==> src/rtl/global_variables.sv <==
// global_variables: machine-wide constants shared by the pipeline back end.
//   XLEN      - datapath width
//   ROB_DEPTH - default number of reorder buffer entries
package global_variables;

   localparam int unsigned XLEN      = 32;
   localparam int unsigned ROB_DEPTH = 16;

endpackage

==> src/rtl/structures.sv <==
// structures: shared record types for the pipeline back end.
//   rob_entry_t - one reorder buffer entry (result value, destinations, status bits)
package structures;

   import global_variables::*;

   typedef struct packed {
      logic [XLEN-1:0] value;
      logic [5:0]      arn;
      logic [5:0]      rrn;
      logic            done;
      logic            tag;
      logic            valid;
   } rob_entry_t;

endpackage

==> src/rtl/rob_match.sv <==
// rob_match: combinational CAM over the reorder buffer entries for one CDB port.
// Ports:
//   entries   in  - full entry array
//   cdb_valid in  - broadcast valid
//   cdb_rrn   in  - renamed register being broadcast
//   hit       out - one bit per entry: valid, not yet done, rrn matches
module rob_match
   import structures::*;
#(
   parameter int unsigned DEPTH = 16
) (
   input  rob_entry_t       entries [DEPTH],
   input  logic             cdb_valid,
   input  logic [5:0]       cdb_rrn,
   output logic [DEPTH-1:0] hit
);

   // Fields the CAM does not look at; folded here so they are consumed.
   logic unused_fields;

   always_comb begin
      hit           = '0;
      unused_fields = 1'b0;
      for (int i = 0; i < DEPTH; i++) begin
         hit[i] = cdb_valid && entries[i].valid && !entries[i].done &&
                  (entries[i].rrn == cdb_rrn);
         unused_fields = unused_fields ^ (^entries[i].value) ^ (^entries[i].arn) ^
                         entries[i].tag;
      end
   end

endmodule

==> src/rtl/reorder_buffer.sv <==
// reorder_buffer: in-order retirement buffer. Two renamed instructions enter per cycle,
// results are captured from two CDB ports, up to two completed instructions retire per
// cycle in program order. Tagged (speculative) entries wait for clear_tag or are squashed
// by delete_tag.
// Optional feature: define ROB_CDB_BYPASS_EN to let a CDB result retire the head
// candidate at the same edge that would set done (one cycle less commit latency).
// Ports:
//   clock, reset          - rising-edge clock, synchronous active-high reset
//   clear_tag, delete_tag - branch resolved correct / mispredicted
//   dispatch_*            - two dispatch slots in, ready and assigned indices out
//   cdb_*                 - two result broadcast ports
//   commit_*              - registered retire outputs, one per slot
//   count                 - occupied entries
module reorder_buffer
   import structures::*;
#(
   parameter int unsigned XLEN  = global_variables::XLEN,
   parameter int unsigned DEPTH = global_variables::ROB_DEPTH
) (
   input  logic                     clock,
   input  logic                     reset,
   input  logic                     clear_tag,
   input  logic                     delete_tag,
   input  logic                     dispatch_valid   [2],
   input  logic [5:0]               dispatch_arn     [2],
   input  logic [5:0]               dispatch_rrn     [2],
   input  logic                     dispatch_tag     [2],
   output logic                     dispatch_ready,
   output logic [$clog2(DEPTH)-1:0] dispatch_idx     [2],
   input  logic                     cdb_valid        [2],
   input  logic [5:0]               cdb_rrn          [2],
   input  logic [XLEN-1:0]          cdb_result       [2],
   output logic                     commit_reg_write [2],
   output logic [5:0]               commit_arn       [2],
   output logic [5:0]               commit_rrn       [2],
   output logic [XLEN-1:0]          commit_result    [2],
   output logic [$clog2(DEPTH):0]   count
);

   localparam int unsigned IW = $clog2(DEPTH);

   typedef logic [IW-1:0] idx_t;
   typedef logic [IW:0]   cnt_t;

   rob_entry_t       entries_q [DEPTH];
   rob_entry_t       entries_d [DEPTH];
   idx_t             head_q, head_d, tail_q, tail_d;
   cnt_t             count_q, count_d;
   logic [DEPTH-1:0] hit0, hit1;

   idx_t             head_p1, tail_p1;
   idx_t             cand_idx     [2];
   rob_entry_t       cand         [2];
   logic             retire       [2];
   logic [XLEN-1:0]  retire_value [2];
   logic             accept;
   cnt_t             n_disp, n_retired, n_tagged;

   rob_match #(.DEPTH(DEPTH)) u_match0 (
      .entries   (entries_q),
      .cdb_valid (cdb_valid[0]),
      .cdb_rrn   (cdb_rrn[0]),
      .hit       (hit0)
   );

   rob_match #(.DEPTH(DEPTH)) u_match1 (
      .entries   (entries_q),
      .cdb_valid (cdb_valid[1]),
      .cdb_rrn   (cdb_rrn[1]),
      .hit       (hit1)
   );

   assign head_p1         = head_q + idx_t'(1);
   assign tail_p1         = tail_q + idx_t'(1);
   assign dispatch_ready  = (count_q <= cnt_t'(DEPTH - 2)) && !delete_tag;
   assign dispatch_idx[0] = tail_q;
   assign dispatch_idx[1] = tail_p1;
   assign count           = count_q;
   assign accept          = dispatch_ready && dispatch_valid[0];

   // Retire selection uses the pre-edge tag, so clear_tag only helps from the next cycle.
   always_comb begin
      cand_idx[0] = head_q;
      cand_idx[1] = head_p1;
      for (int k = 0; k < 2; k++) begin
         cand[k]         = entries_q[cand_idx[k]];
         retire[k]       = cand[k].valid && cand[k].done && !cand[k].tag;
         retire_value[k] = cand[k].value;
`ifdef ROB_CDB_BYPASS_EN
         if (cand[k].valid && !cand[k].done && !cand[k].tag &&
             (hit0[cand_idx[k]] || hit1[cand_idx[k]])) begin
            retire[k]       = 1'b1;
            retire_value[k] = hit1[cand_idx[k]] ? cdb_result[1] : cdb_result[0];
         end
`endif
      end
      retire[1] = retire[1] && retire[0];
   end

   always_comb begin
      n_tagged = '0;
      for (int i = 0; i < DEPTH; i++) begin
         n_tagged = n_tagged + cnt_t'(entries_q[i].valid & entries_q[i].tag);
      end
      n_retired = cnt_t'(retire[0]) + cnt_t'(retire[1]);
      n_disp    = '0;
      if (accept) begin
         n_disp = dispatch_valid[1] ? cnt_t'(2) : cnt_t'(1);
      end
   end

   always_comb begin
      entries_d = entries_q;
      head_d    = head_q + idx_t'(n_retired);
      tail_d    = tail_q;
      count_d   = count_q + n_disp - n_retired;

      // Writeback; port 1 has priority when both ports hit the same entry.
      for (int i = 0; i < DEPTH; i++) begin
         if (hit1[i]) begin
            entries_d[i].done  = 1'b1;
            entries_d[i].value = cdb_result[1];
         end else if (hit0[i]) begin
            entries_d[i].done  = 1'b1;
            entries_d[i].value = cdb_result[0];
         end
      end

      for (int k = 0; k < 2; k++) begin
         if (retire[k]) begin
            entries_d[cand_idx[k]] = '0;
         end
      end

      // Tagged entries are the youngest contiguous run, so tail backs up by their count.
      if (delete_tag) begin
         for (int i = 0; i < DEPTH; i++) begin
            if (entries_q[i].valid && entries_q[i].tag) begin
               entries_d[i] = '0;
            end
         end
         tail_d  = tail_q - idx_t'(n_tagged);
         count_d = count_q - n_retired - n_tagged;
      end else if (clear_tag) begin
         for (int i = 0; i < DEPTH; i++) begin
            entries_d[i].tag = 1'b0;
         end
      end

      if (accept) begin
         entries_d[tail_q].value = '0;
         entries_d[tail_q].arn   = dispatch_arn[0];
         entries_d[tail_q].rrn   = dispatch_rrn[0];
         entries_d[tail_q].done  = 1'b0;
         entries_d[tail_q].tag   = dispatch_tag[0];
         entries_d[tail_q].valid = 1'b1;
         if (dispatch_valid[1]) begin
            entries_d[tail_p1].value = '0;
            entries_d[tail_p1].arn   = dispatch_arn[1];
            entries_d[tail_p1].rrn   = dispatch_rrn[1];
            entries_d[tail_p1].done  = 1'b0;
            entries_d[tail_p1].tag   = dispatch_tag[1];
            entries_d[tail_p1].valid = 1'b1;
         end
         tail_d = tail_q + idx_t'(n_disp);
      end
   end

   always_ff @(posedge clock) begin
      if (reset) begin
         for (int i = 0; i < DEPTH; i++) begin
            entries_q[i] <= '0;
         end
         head_q  <= '0;
         tail_q  <= '0;
         count_q <= '0;
         for (int k = 0; k < 2; k++) begin
            commit_reg_write[k] <= 1'b0;
            commit_arn[k]       <= '0;
            commit_rrn[k]       <= '0;
            commit_result[k]    <= '0;
         end
      end else begin
         entries_q <= entries_d;
         head_q    <= head_d;
         tail_q    <= tail_d;
         count_q   <= count_d;
         for (int k = 0; k < 2; k++) begin
            commit_reg_write[k] <= retire[k] && (cand[k].arn != 6'd0);
            if (retire[k]) begin
               commit_arn[k]    <= cand[k].arn;
               commit_rrn[k]    <= cand[k].rrn;
               commit_result[k] <= retire_value[k];
            end
         end
      end
   end

endmodule

==> config.mk <==
export PLATFORM = sky130hd
export DESIGN_NAME = reorder_buffer
export DESIGN_NICKNAME = d
export VERILOG_FILES = /design/src/rtl/global_variables.sv /design/src/rtl/structures.sv /design/src/rtl/rob_match.sv /design/src/rtl/reorder_buffer.sv
export SDC_FILE = /design/constraint.sdc
export NUM_CORES = 2
export LEC_CHECK = 0
export CORE_AREA = 2 2 464 466
export CTS_BUF_LIST = sky130_fd_sc_hd__clkbuf_8
export CTS_CLUSTER_DIAMETER = 40
export DETAILED_ROUTE_END_ITERATION = 12
export DIE_AREA = 0 0 466 468
export PLACE_DENSITY = 0.42
export SLEW_MARGIN = 20
export SYNTH_ARGS = -nofsm -noshare
export SYNTH_HDL_FRONTEND = slang
export SYNTH_SLANG_ARGS = --single-unit
==> constraint.sdc <==
create_clock -name clock -period 6.2 [get_ports clock]
set_input_delay 1.86 -clock clock [delete_from_list [all_inputs] [get_ports clock]]
set_output_delay 1.86 -clock clock [all_outputs]
set_load 0.01 [all_outputs]
==> results.cfg <==
[worst_hold_path]
min_to = commit_result[38]
worstHoldStart = commit_result[38]
hold_path.class = reg2reg
whs_path_depth = 2

[floorplan]
dieArea_mm2 = 0.218
start_util_pct = 24.9
design.core.area_mm2 = 0.213
die_y_um = 468
num_rows = 170
chipWidth_um = 466
io_pins = 214

[global_route]
met3_usage_pct = 5.06
grtUsageMet1_pct = 31.2
top_usage_layer = met2
grt_max_degree = 96
grt_pass1_vias = 46900
grt_use_met2_pct = 34.4
grt_overflow = 0
antenna_found_initial = 30
grt_usage_pct = 22.7
grt_pass1_wl_mm = 361

[routing]
firstDrtPassIters = 6
wl_per_cell_um = 29.3
wirelength_mm = 254
dr.first_iter.drc_count = 5014
drc = 0
ant_nets = 0
post_drt_via_cell_ratio = 5.61
vias = 48600

[timing]
skew_ns = 0.0708
relSlewSlack_pct = 20.2
whs_ns = 0.449
period_share_pct = 84.9
period_minus_slack_ns = 5.26
drv_slew = 0
finalSetupViolCount = 0
finalHoldViolations = 0
grt_setup_unrepaired = false
fin_tns_setup_ns = 0
max_freq_mhz = 190
tightest_slew_ns = 1.20

[clocking]
ctsResizeCount = 0
holdBufCountCts = 0
cts-root-buf = clkbuf_8
clk_pin_slew_ns = 0.06
cts_tree = done
post_cts_buffers = 0
htree_levels = 4
cts_buffers = 202
clk_path_buf_depth = 3
clock_sinks = 855
clkLatencyLatePin_ns = 1.01

[finish]
area_growth_pct = 18.1
final_util_pct = 29.4
drive_gt1_share_pct = 17.2
nNetsFinal = 5794

[logic_synthesis]
synth-seq-area-share_pct = 32.3
synth_fp_nets = 5866
ys_warn_count = 0
synth_edf_count = 0
ys.flop_type = dfxtp_1
syn_area_mm2 = 0.0530
synth_async_sr_flop_share_pct = 0
synth_seq_cells = 855
avgSynthCellArea_um2 = 9.30
synthCells = 5704
yosysUniqueCellTypes = 77

[outcome]
outcome = finished clean

[worst_setup_path]
crit_fanout = 6
r2r-end = tail_q[3]
timing.rr.start = entries_q[564]
path_delay_family = adder cells
r2r_slack_ns = 0.94
rr_worst_depth = 19
crit_chain = and2_1 > fa_1 > inv_1 > fa_1 > fa_1 > fa_1 > inv_1 > ha_1 > fa_1 > inv_1 > ha_1 > nand2_1 > nand2_1 > ha_1 > a21o_1 > a21oi_1 > nor2_1 > o211ai_1 > o311ai_0
end_kind = register
worstSetupStartpointType = register
path_class = reg2reg
critPathBufInv = 3
critPathMostFrequentCell = fa_1
arrival_ns = 6.11
slowest_delay_ns = 0.59
required_ns = 7.05
cp_slowest_cell = fa_1

[power_and_ir_drop]
p_per_area_mw_per_mm2 = 232
vdd_drop_max_mv = 0.240
power.leakage_nw = 23.7
finalPower_mw = 14.5

[placement]
gp_congestion = 0.895
dp_hpwl_mm = 154
portBuffers = 213

[job]
cap_violations = 0
final cells by class:
class / count / area, µm²
clock inverter: 134 / 1360
inverter: 203 / 762
multi-input combinational: 4010 / 33000
timing repair buffer: 360 / 3390
clock buffer: 246 / 3390
tap: 2838 / 3550
sequential: 855 / 17100
antenna: 19 / 47.5
fill: 22200 / 151000
logic make-up after synthesis:
group,count (synthesis),share of synthesized area [%]
xor+xnor,212,3.51
fa+ha+maj,52,1.45
mux,900,26.6
flops,855,32.3
simple gates,1657,14.4
buf+inv,839,6.43
compound gates,1189,15.4
routing by layer:
metal | routed length [µm] | part of all wire, % | vias to the layer above
met1 | 112000 | 44 | 24700
met2 | 112000 | 44 | 2391
met5 | 34 | 0.013 | -
met4 | 9150 | 3.6 | 6
li1 | - | - | 21000
met3 | 20900 | 8.2 | 498
how the worst max path moves through the flow:
stage / endpoint / startpoint / depth (start not counted) / slack [ns]
6_report: tail_q[3] / entries_q[564] / 19 / 0.94
4_1_cts: tail_q[3] / entries_q[564] / 19 / 0.93
2_1_floorplan: tail_q[3] / entries_q[0] / 19 / 1.25
3_5_place_dp: tail_q[3] / entries_q[564] / 19 / 0.93
3_3_place_gp: tail_q[3] / entries_q[282] / 19 / 0.83
5_1_grt: tail_q[3] / entries_q[0] / 19 / 0.59
cells in the final DEF, fill, tap and decap left out, types with 16 or more instances in the layout:
master	n
diode_2	19
clkdlybuf4s50_1	212
clkinv_2	40
a22oi_1	63
a31oi_1	29
nor4_2	31
nor2_1	518
nand4_1	64
a211oi_1	387
nand2_1	526
ha_1	35
nand3_1	249
o2bb2ai_1	25
a21oi_1	178
xnor2_1	122
o211ai_1	49
fa_1	16
buf_4	134
mux4_2	406
bufinv_16	25
mux2i_1	492
dfxtp_1	851
xor2_1	86
inv_1	248
o211a_1	34
nor2b_1	29
o22ai_1	161
nor4_1	58
and3_1	63
o21ai_0	160
clkbuf_8	246
and2_1	22
state kept, by name (all words and copies together) (netlist names):
register          count
commit_arn           12
commit_reg_write      2
commit_result        64
commit_rrn           12
count                 5
entries_q           752
head_q                4
tail_q                4
metrics by stage:
step / cells / cell area [µm²] / worst slack [ns]
after floorplan: 5704 / 53000 / 1.25
after global placement: 8265 / 57800 / 0.831
after detailed placement: 8265 / 57800 / 0.932
after CTS: 8645 / 62600 / 0.928
after global routing: 8659 / 62600 / 0.588
final: 8665 / 62600 / 0.937
synth_stat cells, drive strengths merged (160+ instances only):
library cell,n,area share (%)
nand3,252,2.4
mux2i,493,9.3
clkbuf,476,3.4
dfxtp,855,32
nand2,542,3.8
o21ai,164,1.6
a21oi,180,1.7
o22ai,161,1.9
a211oi,388,5.5
buf,160,1.6
mux4,406,17
inv,203,1.4
nor2,523,3.7
worst reg2reg max path, cell delays in order, from the launching register on:
cell,delay (ns)
dfxtp_1,0.36
and2_1,0.20
fa_1,0.54
inv_1,0.07
fa_1,0.57
fa_1,0.46
fa_1,0.55
inv_1,0.05
ha_1,0.22
fa_1,0.59
inv_1,0.06
ha_1,0.26
nand2_1,0.06
nand2_1,0.10
ha_1,0.29
a21o_1,0.17
a21oi_1,0.20
nor2_1,0.07
o211ai_1,0.17
o311ai_0,0.14
report_power, final:
| part | internal (mW) | switching [mW] |
|---|---|---|
| Clock | 4.67 | 3.17 |
| Sequential | 5.53 | 0.0507 |
| Combinational | 0.334 | 0.796 |
| Total | 10.5 | 4.01 |
Power figures use the tool's default switching activity.
